<file path="config.mk">
export PLATFORM = sky130hd
export DESIGN_NAME = tube_fifo_sync
export DESIGN_NICKNAME = d
export VERILOG_FILES = /design/src/rtl/tube_pkg.sv /design/src/rtl/tube_fifo_ram.sv /design/src/rtl/tube_fifo_sync.sv
export SDC_FILE = /design/constraint.sdc
export NUM_CORES = 1
export LEC_CHECK = 0
export ABC_AREA = 0
export ABC_CLOCK_PERIOD_IN_PS = 9300
export BUFFER_PORTS_ARGS = -buffer_cell sky130_fd_sc_hd__buf_2
export CAP_MARGIN = 10
export CORE_MARGIN = 1.5
export CORE_UTILIZATION = 50
export DETAILED_ROUTE_END_ITERATION = 10
export HOLD_SLACK_MARGIN = 0.05
export PLACE_DENSITY = 0.67
export SETUP_SLACK_MARGIN = 0.05
export SYNTH_ARGS = -nofsm -noshare
export SYNTH_HDL_FRONTEND = slang
export SYNTH_SLANG_ARGS = --single-unit
</file>
<file path="constraint.sdc">
create_clock -name clk -period 9.3 [get_ports clk]
set_clock_uncertainty 0.2 [all_clocks]
set_input_delay 0.465 -clock clk [delete_from_list [all_inputs] [get_ports clk]]
set_output_delay 0.465 -clock clk [all_outputs]
set_load 0.01 [all_outputs]
</file>
<file path="src/rtl/tube_pkg.sv">
// Shared Tube constants: register data width, empty-read value, default
// per-register FIFO depths and a constant-evaluable clog2 for port sizing.
package tube_pkg;

  localparam int unsigned TUBE_DATA_W       = 8;
  localparam logic [7:0]  TUBE_EMPTY_VAL    = 8'hAA;

  // R1 holds 24 bytes; storage depth is rounded up to the next power of two.
  localparam int unsigned TUBE_R1_DEPTH_RAW = 24;
  localparam int unsigned TUBE_R1_DEPTH     = 32;
  localparam int unsigned TUBE_R3_DEPTH_TWO = 2;
  localparam int unsigned TUBE_R3_DEPTH     = 16;

  function automatic int unsigned clog2(input int unsigned n);
    int unsigned r;
    r = 0;
    while ((32'd1 << r) < n) begin
      r = r + 1;
    end
    return r;
  endfunction

endpackage

</file>
<file path="src/rtl/tube_fifo_ram.sv">
// FIFO storage: WIDTH x DEPTH array, synchronous write, asynchronous read.
// Isolated so the distributed-RAM inference stays in one place.
module tube_fifo_ram
  import tube_pkg::*;
#(
  parameter int unsigned WIDTH = 8,
  parameter int unsigned DEPTH = 16,
  parameter int unsigned AW    = clog2(DEPTH)
) (
  input  logic             clk,
  input  logic             we,
  input  logic [AW-1:0]    waddr,
  input  logic [WIDTH-1:0] wdata,
  input  logic [AW-1:0]    raddr,
  output logic [WIDTH-1:0] rdata
);

  logic [WIDTH-1:0] mem [DEPTH];

  always_ff @(posedge clk) begin
    if (we) begin
      mem[waddr] <= wdata;
    end
  end

  assign rdata = mem[raddr];

endmodule

</file>
<file path="src/rtl/tube_fifo_sync.sv">
// Single-clock Tube data-register FIFO with two-entry limit mode, flush and
// occupancy status. Sticky overflow/underflow flags built only with TUBE_FIFO_ERRFLAGS_EN.
module tube_fifo_sync
  import tube_pkg::*;
#(
  parameter int unsigned      WIDTH     = TUBE_DATA_W,
  parameter int unsigned      DEPTH     = TUBE_R3_DEPTH,
  parameter int unsigned      AF_LEVEL  = DEPTH - 2,
  parameter logic [WIDTH-1:0] EMPTY_VAL = WIDTH'(TUBE_EMPTY_VAL)
) (
  input  logic                   clk,
  input  logic                   rst,
  input  logic                   flush,
  input  logic                   limit_two,
  input  logic                   wr_en,
  input  logic [WIDTH-1:0]       wr_data,
  input  logic                   rd_en,
  output logic [WIDTH-1:0]       rd_data,
  output logic                   data_available,
  output logic                   full,
  output logic                   almost_full,
  output logic [clog2(DEPTH):0]  count,
  output logic                   overflow,
  output logic                   underflow
);

  localparam int unsigned AW = clog2(DEPTH);
  localparam int unsigned CW = AW + 1;

  logic [AW-1:0]    wr_ptr;
  logic [AW-1:0]    rd_ptr;
  logic [CW-1:0]    cap;
  logic             rd_acc;
  logic             wr_acc;
  logic [WIDTH-1:0] head;

  always_comb begin
    cap    = limit_two ? CW'(2) : CW'(DEPTH);
    rd_acc = !flush && rd_en && (count != '0);
    // Read-through write only when exactly at capacity, so an over-limit
    // FIFO (limit_two raised with count > 2) keeps rejecting until it drains.
    wr_acc = !flush && wr_en && ((count < cap) || (rd_acc && (count == cap)));
  end

  always_ff @(posedge clk or posedge rst) begin
    if (rst) begin
      wr_ptr <= '0;
      rd_ptr <= '0;
      count  <= '0;
    end else if (flush) begin
      wr_ptr <= '0;
      rd_ptr <= '0;
      count  <= '0;
    end else begin
      if (wr_acc) wr_ptr <= wr_ptr + 1'b1;
      if (rd_acc) rd_ptr <= rd_ptr + 1'b1;
      unique case ({wr_acc, rd_acc})
        2'b10:   count <= count + 1'b1;
        2'b01:   count <= count - 1'b1;
        default: count <= count;
      endcase
    end
  end

  tube_fifo_ram #(
    .WIDTH (WIDTH),
    .DEPTH (DEPTH),
    .AW    (AW)
  ) u_ram (
    .clk   (clk),
    .we    (wr_acc),
    .waddr (wr_ptr),
    .wdata (wr_data),
    .raddr (rd_ptr),
    .rdata (head)
  );

  always_comb begin
    data_available = (count != '0);
    full           = (count >= cap);
    almost_full    = (count >= CW'(AF_LEVEL));
    rd_data        = data_available ? head : EMPTY_VAL;
  end

`ifdef TUBE_FIFO_ERRFLAGS_EN
  logic ovf_q;
  logic unf_q;

  always_ff @(posedge clk or posedge rst) begin
    if (rst) begin
      ovf_q <= 1'b0;
      unf_q <= 1'b0;
    end else if (flush) begin
      ovf_q <= 1'b0;
      unf_q <= 1'b0;
    end else begin
      if (wr_en && !wr_acc)       ovf_q <= 1'b1;
      if (rd_en && (count == '0)) unf_q <= 1'b1;
    end
  end

  assign overflow  = ovf_q;
  assign underflow = unf_q;
`else
  assign overflow  = 1'b0;
  assign underflow = 1'b0;
`endif

endmodule

</file>
==> results of run 1 <==
-- layer usage --
layer | vias to the layer above | global-route usage [%]
met5 | - | 0
met1 | 1642 | 27.5
met2 | 98 | 32.7
met3 | 19 | 4.12
li1 | 1384 | -
met4 | 0 | 8.17
-- worst paths after layout --
kind | slack, ps | depth (start not counted) | to
worst max-delay path | 5720 | 11 | count[4]$_DFFE_PP0P_
worst min-delay path | 210 | 2 | wr_ptr[3]$_DFFE_PP0P_
worst max register to register | 5720 | 11 | count[4]$_DFFE_PP0P_
worst min register to register | 420 | 1 | wr_ptr[0]$_DFFE_PP0P_
max in group asynchronous | 8060 | 3 | rd_ptr[0]$_DFFE_PP0P_
min in group asynchronous | 440 | 3 | rd_ptr[1]$_DFFE_PP0P_
-- final cells by class --
| class | count | area (um2) |
|---|---|---|
| fill | 904 | 4940 |
| sequential | 141 | 4170 |
| multi-input combinational | 154 | 1760 |
| clock buffer | 18 | 429 |
| timing repair buffer | 36 | 200 |
| tap | 147 | 184 |
| clock inverter | 13 | 174 |
| inverter | 13 | 48.8 |
-- repair_timing --
action	in CTS	in global routing
gates resized for setup	0	0
endpoints found under the hold margin	13	0
hold buffers	1	0
-- cells in the final DEF, fill, tap and decap left out, types with 5 or more instances in the layout --
cell,n
buf_2,29
clkinv_2,6
inv_1,13
dfrtp_1,12
ha_1,8
and3_1,6
nor3_1,6
nand2_1,6
edfxtp_1,128
buf_4,6
nor2_1,11
a21oi_1,6
nor2b_1,5
nand3_1,5
clkbuf_16,17
mux4_2,40
-- Yosys cell counts (2+ instances only) --
master and n:
a211oi_4 2, a21oi_1 6, and2_1 4, and3_1 6, buf_1 2, buf_2 2
buf_4 3, buf_6 3, clkbuf_1 7, dfrtp_1 13, edfxtp_1 128, ha_1 8
inv_1 13, mux4_2 40, nand2_1 6, nand3_1 5, nor2_1 11, nor2b_1 5
nor3_1 6, nor4_1 5, o2111ai_1 2, o21ai_0 4, o21ai_1 3, or2_1 4
or3_1 2, xnor2_1 3, xor2_1 3
-- registers in the layout, summed over array words and instances, names as in the netlist --
signal / cells
wr_ptr: 4
count: 5
u_ram.mem: 128
rd_ptr: 4
-- power by group through the flow --
| stage | sequential (mW) | clock (mW) | combinational (mW) |
|---|---|---|---|
| 2_1_floorplan | 0.743 | 0 | 0.324 |
| 3_3_place_gp | 0.751 | 0 | 0.428 |
| 3_5_place_dp | 0.753 | 0 | 0.432 |
| 4_1_cts | 0.740 | 0.694 | 0.436 |
| 5_1_grt | 0.744 | 0.724 | 0.468 |
| 6_report | 0.741 | 0.691 | 0.426 |
-- cells by family after synthesis --
kind of cell / Yosys count
fa+ha+maj: 8
compound gates: 29
flops: 141
xor+xnor: 6
other cells: 1
simple gates: 68
buf+inv: 30
mux: 41
-- through the flow --
| step | power [mW] | hold WS [ps] |
|---|---|---|
| after floorplan | 1.07 | 142 |
| after global placement | 1.18 | 325 |
| after detailed placement | 1.19 | 344 |
| after CTS | 1.87 | 208 |
| after global routing | 1.94 | 217 |
| final | 1.86 | 208 |
==> flow_summary_export.csv, run 1 <==
group,metric,value,unit
placement,dp_hpwl,7.51,mm
drt,num_vias,3143,
run,drv_cap,0,
finish,drive_gt1_share,33.3,%
power_and_ir_drop,p_int,1.35,mW
global_routing,grt_usage,20.3,%
global_routing,grt_pass1_vias,3168,
cts,cts-htree-levels,4,
floorplan,fp.dieW,113,um
global_routing,grt_max_degree,36,
finish,area_delta_synth_final,15.2,%
timing,worstMarginPinSlew,887,ps
yosys,synth-seq-cells,141,
drt,routed_wl,12.0,mm
timing,fin_crit,3580,ps
floorplan,num_rows,40,
power_and_ir_drop,p_sw,0.503,mW
yosys,synth_xor_area_share,0.868,%
yosys,synthCells,324,
power_and_ir_drop,p_leak,2.35,nW
timing,rsz0062_at_grt,"no",
finish,fin_cells,522,
drt,remaining_drc_errors,0,
timing,fin_crit_sh,38.5,%
drt,wl_met1,5.16,mm
yosys,synth.area.top_cells,"edfxtp_1, mux4_2, dfrtp_1, ha_1, inv_1",
worst_setup_path,start_kind,"flip-flop",
floorplan,die_h,113,um
cts,clockBufferDepth,2,
global_routing,antenna_found_initial,0,
placement,port_buffers,29,
worst_setup_path,cp_slowest_cell,"or4_1",
placement,dp_cells,490,
yosys,synth_top_area_share,63.5,%
yosys,async_flop_share,9.22,%
yosys,yosys.area_share.simple,6.99,%
floorplan,core,11900,um2
drt,drt_iter0_markers,251,
worst_setup_path,path_cells,"ha_1, nand4bb_2, o31ai_2, nor3_1, xnor2_1, ha_1, inv_1, o2111ai_1, or4_1, and3_1, o41ai_2",
power_and_ir_drop,ir_worst_vdd,0.121,mV
yosys,synth_compound_area_share,3.97,%
drt,drtAntennaViolNets,0,
yosys,syn_avg_cell_area,18.7,um2
placement,place_area,6360,um2
floorplan,start_util,50.8,%
drt,drt-wirelength-per-cell,23.0,um
finish,fin_area,6970,um2
yosys,synth_adder_area_share,1.65,%
timing,fmax,0.279,GHz
power_and_ir_drop,power.share.combinational,22.9,%
drt,dr.pass1.iters,4,
power_and_ir_drop,clkPwrFrac,37.2,%
power_and_ir_drop,p_per_area,266,nW/um2
yosys,synth_top_family_by_area,"multiplexers",
worst_setup_path,worstSetupPathType,"reg2reg",
yosys,ys_seq_area_share,68.9,%
timing,setup_viol,0,
floorplan,pin_count,32,
yosys,synth_area,6050,um2
drt,top_layer_used,"met4",
yosys,synth_edf_count,128,
yosys,synth_mux_area_share,15.1,%
timing,maxSlewHeadroom,40.6,%
worst_setup_path,arrival,3690,ps
worst_setup_path,critical_path_buf_inv_count,1,
drt,routed-wl-met2,6.04,mm
finish,antenna_cells,0,
cts,cts.sinks,141,
worst_setup_path,worstPathRequired,9410,ps
worst_setup_path,r2r-start,"count[4]$_DFFE_PP0P_",
global_routing,grt_first_pass_wirelength,18.3,mm
yosys,synth_top_flop_cell,"edfxtp_1",
worst_setup_path,critical_path.max_fanout,6,
drt,wl_met3,559,um
worst_setup_path,crit_start,"count[4]$_DFFE_PP0P_",
power_and_ir_drop,pwr-share-seq,39.9,%
placement,place_congestion,0.869,
cts,clk-insertion-delay-late,410,ps
worst_setup_path,cp_top_family,"simple AND/OR/NAND/NOR gates",
cts,cts_buffers,17,
placement,post-place-ws,5620,ps
yosys,yosys_warnings,0,
hold_path,hold_path.class,"in2reg",
global_routing,grt-ovfl-total,0,
worst_setup_path,end_kind,"flip-flop",
cts,path_clk_slew,60,ps
timing,fin_setup_tns,0,ps
yosys,synth_cell_types,55,
timing,drv_slew,0,
drt,via_per_inst,6.02,
timing,setup_slack,5720,ps
timing,hold_viol,0,
cts,root_buffer,"clkbuf_16",
run_status,status,"finished clean",
yosys,synth_top_area_cell,"edfxtp_1",
worst_setup_path,cpMostUsedCell,"ha_1",
cts,cts_tree,"built",
floorplan,die_area,12800,um2
worst_setup_path,critPathMaxStageDelay,540,ps
finish,utilization,58.5,%
hold_path,min_from,"flush",
cts,cts_setup_buffers,0,
power_and_ir_drop,swShare,27.1,%
finish,layout.nets,385,
(Power assumes the default switching activity.)
==> inputs of run 2 (changes only) <==
--- a/config.mk
+++ b/config.mk
@@ -6,7 +6,7 @@
 export NUM_CORES = 1
 export LEC_CHECK = 0
 export ABC_AREA = 0
-export ABC_CLOCK_PERIOD_IN_PS = 9300
+export ABC_CLOCK_PERIOD_IN_PS = 3500
 export BUFFER_PORTS_ARGS = -buffer_cell sky130_fd_sc_hd__buf_2
 export CAP_MARGIN = 10
 export CORE_MARGIN = 1.5
==> constraint.sdc (replaced) <==
create_clock -name clk -period 3.5 [get_ports clk]
set_clock_uncertainty 0.2 [all_clocks]
set_input_delay 0.175 -clock clk [delete_from_list [all_inputs] [get_ports clk]]
set_output_delay 0.175 -clock clk [all_outputs]
set_load 0.01 [all_outputs]
==> flow_summary_export.csv, run 2 (synthesis results as in run 1) <==
group,metric,value,unit
timing,fin_crit_sh,98.2,%
drt,drt-wirelength-per-cell,23.3,um
timing,fmax,0.291,GHz
worst_setup_path,arrival,3550,ps
finish,largest_reg_flops,128,
global_routing,grt-ovfl-total,0,
worst_setup_path,critical_path_buf_inv_count,2,
worst_setup_path,end_kind,"flip-flop",
cts,cts-htree-levels,4,
power_and_ir_drop,ir_worst_vdd,0.366,mV
finish,reg_top3,"u_ram.mem (128), count (5)",
finish,fillers,884,
placement,place_congestion,0.854,
timing,setup_viol,0,
power_and_ir_drop,p_sw,1.43,mW
worst_setup_path,cp_top_family,"simple AND/OR/NAND/NOR gates",
run,drv_cap,0,
power_and_ir_drop,swShare,28.3,%
floorplan,num_rows,40,
finish,layout_common_cells,"edfxtp_1, mux4_2, buf_2, buf_4, clkbuf_16",
global_routing,antenna_found_initial,0,
drt,routed_wl,12.7,mm
power_and_ir_drop,clkPwrFrac,36.5,%
cts,cts_buffers,17,
finish,final_common_cell,"edfxtp_1",
power_and_ir_drop,pwr-share-seq,38.9,%
floorplan,core,11900,um2
finish,multi_input_area,1780,um2
worst_setup_path,worstPathRequired,3620,ps
global_routing,grt_usage,21.5,%
timing,drv_slew,0,
worst_setup_path,critical_path.max_fanout,5,
drt,drt_iter0_markers,236,
worst_setup_path,critPathMaxStageDelay,570,ps
timing,fin_setup_tns,0,ps
floorplan,fp.dieW,113,um
floorplan,die_h,113,um
cts,root_buffer,"clkbuf_16",
drt,drtAntennaViolNets,0,
floorplan,pin_count,32,
worst_setup_path,r2r_setup_slack,60,ps
hold_path,hold_path.class,"in2reg",
cts,clockBufferDepth,2,
timing,maxSlewHeadroom,40.3,%
worst_setup_path,path_cells,"inv_2, ha_1, or3b_4, a211oi_4, nor3_1, xnor2_1, ha_1, inv_1, o2111ai_1, or4_4, and3_1, o41ai_2",
cts,path_clk_slew,60,ps
drt,num_vias,3270,
finish,drive_gt1_share,36.0,%
worst_setup_path,start_kind,"flip-flop",
timing,worstMarginPinSlew,892,ps
placement,dp_hpwl,7.70,mm
floorplan,start_util,50.8,%
worst_setup_path,cpMostUsedCell,"ha_1",
finish,top_register,"u_ram.mem",
cts,clk-insertion-delay-late,420,ps
power_and_ir_drop,power.share.combinational,24.5,%
cts,cts.sinks,141,
power_and_ir_drop,p_int,3.63,mW
worst_setup_path,worstSetupPathType,"reg2reg",
finish,antenna_cells,0,
global_routing,grt_pass1_vias,3316,
global_routing,grt_max_degree,36,
finish,layout.nets,409,
drt,remaining_drc_errors,0,
worst_setup_path,cp_slowest_cell,"or4_4",
floorplan,die_area,12800,um2
power_and_ir_drop,p_leak,2.47,nW
finish,seq_area,4170,um2
finish,area_delta_synth_final,19.1,%
timing,fin_crit,3440,ps
power_and_ir_drop,p_per_area,702,nW/um2
drt,via_per_inst,5.98,
timing,hold_viol,0,
run_status,status,"finished clean",
drt,dr.pass1.iters,4,
cts,cts_tree,"built",
global_routing,grt_first_pass_wirelength,19.5,mm
finish,utilization,60.5,%
placement,port_buffers,29,
## run 2: cell types whose count changed in the layout (fill, tap and decap cells not counted), sizes merged
| cell | before | now |
|---|---|---|
| bufinv | 4 | 3 |
| clkbuf | 18 | 17 |
| buf | 35 | 50 |
| clkinv | 7 | 6 |
| dlygate4sd3 | 1 | 10 |
| clkinvlp | 2 | 3 |
| inv | 13 | 16 |
## run 2: repair_timing
item                       CTS  global route
hold buffers                10             0
resized for setup            0             3
setup buffers                0             2
setup endpoints to repair    1             1
pin swaps                    1             1
hold endpoints to repair   150             0
## run 2: per-stage QoR
stage	hold WS [ps]	instance area (um2)	worst slack, ps	cells	power, mW
after global routing	121	7210	-57.4	547	5.27
after detailed placement	57.6	6470	45.3	503	3.22
after CTS	87.0	7180	77.7	545	5.08
after floorplan	-148	6060	193	325	2.84
final	107	7210	62.0	547	5.06
after global placement	46.1	6470	188	503	3.20
## run 2: area by class of cell
class	count	area share, %
multi-input combinational	154	24.6
tap	147	2.55
clock buffer	17	5.90
timing repair buffer	60	5.76
sequential	141	57.8
inverter	13	0.677
clock inverter	15	2.64
## run 2: path summary, 6_finish.rpt
| check | endpoint | cells past startpoint | from |
|---|---|---|---|
| setup / recovery | count[4]$_DFFE_PP0P_ | 12 | count[1]$_DFFE_PP0P_ |
| hold / removal | rd_ptr[1]$_DFFE_PP0P_ | 4 | rd_en |
| setup reg to reg | count[4]$_DFFE_PP0P_ | 12 | count[1]$_DFFE_PP0P_ |
| hold reg to reg | wr_ptr[0]$_DFFE_PP0P_ | 1 | wr_ptr[0]$_DFFE_PP0P_ |
| max in group asynchronous | rd_ptr[0]$_DFFE_PP0P_ | 3 | rst |
| min in group asynchronous | count[0]$_DFFE_PP0P_ | 3 | rst |
## run 2: tightest hold or removal path, stage by stage
cell	delay, ps
buf_2	140
o21a_1	210
nand2_1	100
a21oi_1	50
## run 2: power by group through the flow
| stage | Clock [mW] | Combinational (mW) | Sequential (mW) |
|---|---|---|---|
| 2_1_floorplan | 0 | 0.862 | 1.97 |
| 3_3_place_gp | 0 | 1.21 | 2.00 |
| 3_5_place_dp | 0 | 1.22 | 2.00 |
| 4_1_cts | 1.88 | 1.23 | 1.97 |
| 5_1_grt | 1.95 | 1.34 | 1.98 |
| 6_report | 1.85 | 1.24 | 1.97 |
## run 2: layer usage
metal	share of wire, %	wire length [um]	vias to the layer above	track usage, %
li1	-	-	1438	-
met1	41	5260	1706	29.4
met2	52	6680	114	35.2
met4	1.1	138	0	6.50
met3	5.2	664	12	4.87
met5	0	0	-	0
==> inputs of run 3 (changes only) <==
--- a/config.mk
+++ b/config.mk
@@ -6,7 +6,7 @@
 export NUM_CORES = 1
 export LEC_CHECK = 0
 export ABC_AREA = 0
-export ABC_CLOCK_PERIOD_IN_PS = 3500
+export ABC_CLOCK_PERIOD_IN_PS = 3950
 export BUFFER_PORTS_ARGS = -buffer_cell sky130_fd_sc_hd__buf_2
 export CAP_MARGIN = 10
 export CORE_MARGIN = 1.5
==> constraint.sdc (replaced) <==
create_clock -name clk -period 3.95 [get_ports clk]
set_clock_uncertainty 0.2 [all_clocks]
set_input_delay 0.1975 -clock clk [delete_from_list [all_inputs] [get_ports clk]]
set_output_delay 0.1975 -clock clk [all_outputs]
set_load 0.01 [all_outputs]
==> flow_summary_export.csv, run 3 (synthesis results as in run 1) <==
group,metric,value,unit
timing,fin_setup_tns,0,ps
timing,rsz0062_at_grt,"no",
finish,drive_gt1_share,33.9,%
placement,place_congestion,0.921,
drt,drt_iter0_markers,314,
floorplan,die_h,113,um
drt,remaining_drc_errors,0,
timing,hold_slack,114,ps
run,drv_cap,0,
floorplan,core,11900,um2
global_routing,grt_usage,21.0,%
finish,antenna_cells,0,
power_and_ir_drop,p_sw,1.18,mW
worst_setup_path,start_kind,"flip-flop",
global_routing,grt_first_pass_wirelength,18.8,mm
hold_path,hold-path-endpoint,"count[2]$_DFFE_PP0P_",
floorplan,pin_count,32,
worst_setup_path,worstSetupPathType,"reg2reg",
placement,port_buffers,29,
cts,cts_repair_resize_count,0,
floorplan,die_area,12800,um2
cts,cts-htree-levels,4,
worst_setup_path,r2r_end,"count[4]$_DFFE_PP0P_",
finish,reg_top3,"u_ram.mem (128), count (5)",
drt,via_per_inst,5.85,
placement,place_area,6440,um2
finish,fin_cells,539,
finish,area_delta_synth_final,18.3,%
finish,final_common_cell,"edfxtp_1",
worst_setup_path,end_kind,"flip-flop",
cts,path_clk_slew,60,ps
floorplan,start_util,50.8,%
floorplan,num_rows,40,
timing,drv_slew,0,
cts,root_buffer,"clkbuf_16",
power_and_ir_drop,swShare,26.5,%
finish,fillers,910,
global_routing,grt-ovfl-total,0,
timing,setup_slack,339,ps
worst_setup_path,r2r_setup_slack,340,ps
placement,post-place-ws,358,ps
power_and_ir_drop,p_int,3.27,mW
cts,clk-insertion-delay-late,420,ps
placement,dp_cells,499,
power_and_ir_drop,p_per_area,622,nW/um2
global_routing,antenna_found_initial,0,
power_and_ir_drop,clkPwrFrac,37.6,%
placement,dp_hpwl,7.70,mm
finish,seq_area,4170,um2
finish,layout.nets,403,
cts,cts_tree,"built",
global_routing,grt_pass1_vias,3279,
worst_setup_path,critical_path.max_fanout,6,
cts,cts_buffers,17,
finish,utilization,60.1,%
floorplan,fp.dieW,113,um
hold_path,min_from,"rd_en",
timing,fmax,0.277,GHz
timing,fin_crit_sh,91.4,%
worst_setup_path,arrival,3720,ps
power_and_ir_drop,pwr-share-seq,40.2,%
drt,dr.pass1.iters,4,
drt,routed_wl,12.3,mm
hold_path,hold_path.class,"in2reg",
drt,num_vias,3152,
cts,clockBufferDepth,2,
timing,worstMarginPinSlew,999,ps
global_routing,grt_max_degree,36,
timing,fin_crit,3610,ps
finish,fin_area,7160,um2
cts,cts.sinks,141,
finish,largest_reg_flops,128,
timing,maxSlewHeadroom,33.2,%
drt,drtAntennaViolNets,0,
power_and_ir_drop,ir_worst_vdd,0.309,mV
power_and_ir_drop,p_leak,2.45,nW
drt,drt-wirelength-per-cell,22.8,um
finish,top_register,"u_ram.mem",
worst_setup_path,worstPathRequired,4060,ps
timing,setup_viol,0,
timing,hold_viol,0,
worst_setup_path,worstRegToRegCells,11,
finish,multi_input_area,1760,um2
run_status,status,"finished clean",
hold_path,hold_depth,4,
finish,layout_common_cells,"edfxtp_1, mux4_2, buf_2, clkbuf_16, buf_4",
power_and_ir_drop,power,4.45,mW
worst_setup_path,r2r-start,"count[4]$_DFFE_PP0P_",
power_and_ir_drop,power.share.combinational,22.2,%
## run 3: cell types whose count changed in the layout (fill, tap and decap cells not counted), moves of 2 or more
cell,before,now
buf_4,20,14
clkinv_2,1,4
clkinv_4,5,2
bufinv_16,3,5
clkinvlp_4,3,1
inv_6,2,0
## run 3: worst max-delay path, cell delays in order, from the launching register on
cell and delay, ps:
dfrtp_1 460, ha_1 490, nand4bb_2 220, o31ai_2 430, nor3_1 110, xnor2_1 150
ha_1 210, inv_1 100, o2111ai_1 140, or4_1 540, and3_1 200, o41ai_2 270
## run 3: final cells by class
type | count | share of cell area [%]
sequential | 141 | 58.2
multi-input combinational | 154 | 24.6
clock buffer | 17 | 5.94
timing repair buffer | 54 | 5.17
clock inverter | 13 | 2.78
tap | 147 | 2.57
inverter | 13 | 0.681
## run 3: power groups by stage
stage	combinational [mW]	clock, mW	sequential (mW)
finish	0.991	1.67	1.79
global route	1.09	1.76	1.80
CTS	1.01	1.70	1.79
detailed placement	1.00	0	1.82
global placement	0.984	0	1.82
floorplan	0.764	0	1.75
## run 3: repair_timing
item / CTS / global route
endpoints found under the setup margin: 0 / 0
hold buffers: 10 / 0
setup buffers: 0 / 0
hold endpoints to repair: 150 / 0
## run 3: worst max-delay path by stage
stage	endpoint	slack, ps	startpoint	cells after the start
after global placement	count[4]$_DFFE_PP0P_	530	count[4]$_DFFE_PP0P_	11
after detailed placement	count[4]$_DFFE_PP0P_	360	count[4]$_DFFE_PP0P_	11
after floorplan	count[4]$_DFFE_PP0P_	640	count[1]$_DFFE_PP0P_	12
after global routing	count[4]$_DFFE_PP0P_	120	count[4]$_DFFE_PP0P_	11
final	count[4]$_DFFE_PP0P_	340	count[4]$_DFFE_PP0P_	11
after CTS	count[4]$_DFFE_PP0P_	350	count[4]$_DFFE_PP0P_	11
## run 3: metal layers
| metal | vias to the layer above | wire length (um) | GRT usage (%) |
|---|---|---|---|
| li1 | 1422 | - | - |
| met1 | 1657 | 5490 | 28.3 |
| met2 | 64 | 6170 | 34.2 |
| met3 | 9 | 530 | 5.68 |
| met4 | 0 | 123 | 6.25 |
| met5 | - | 0 | 0 |
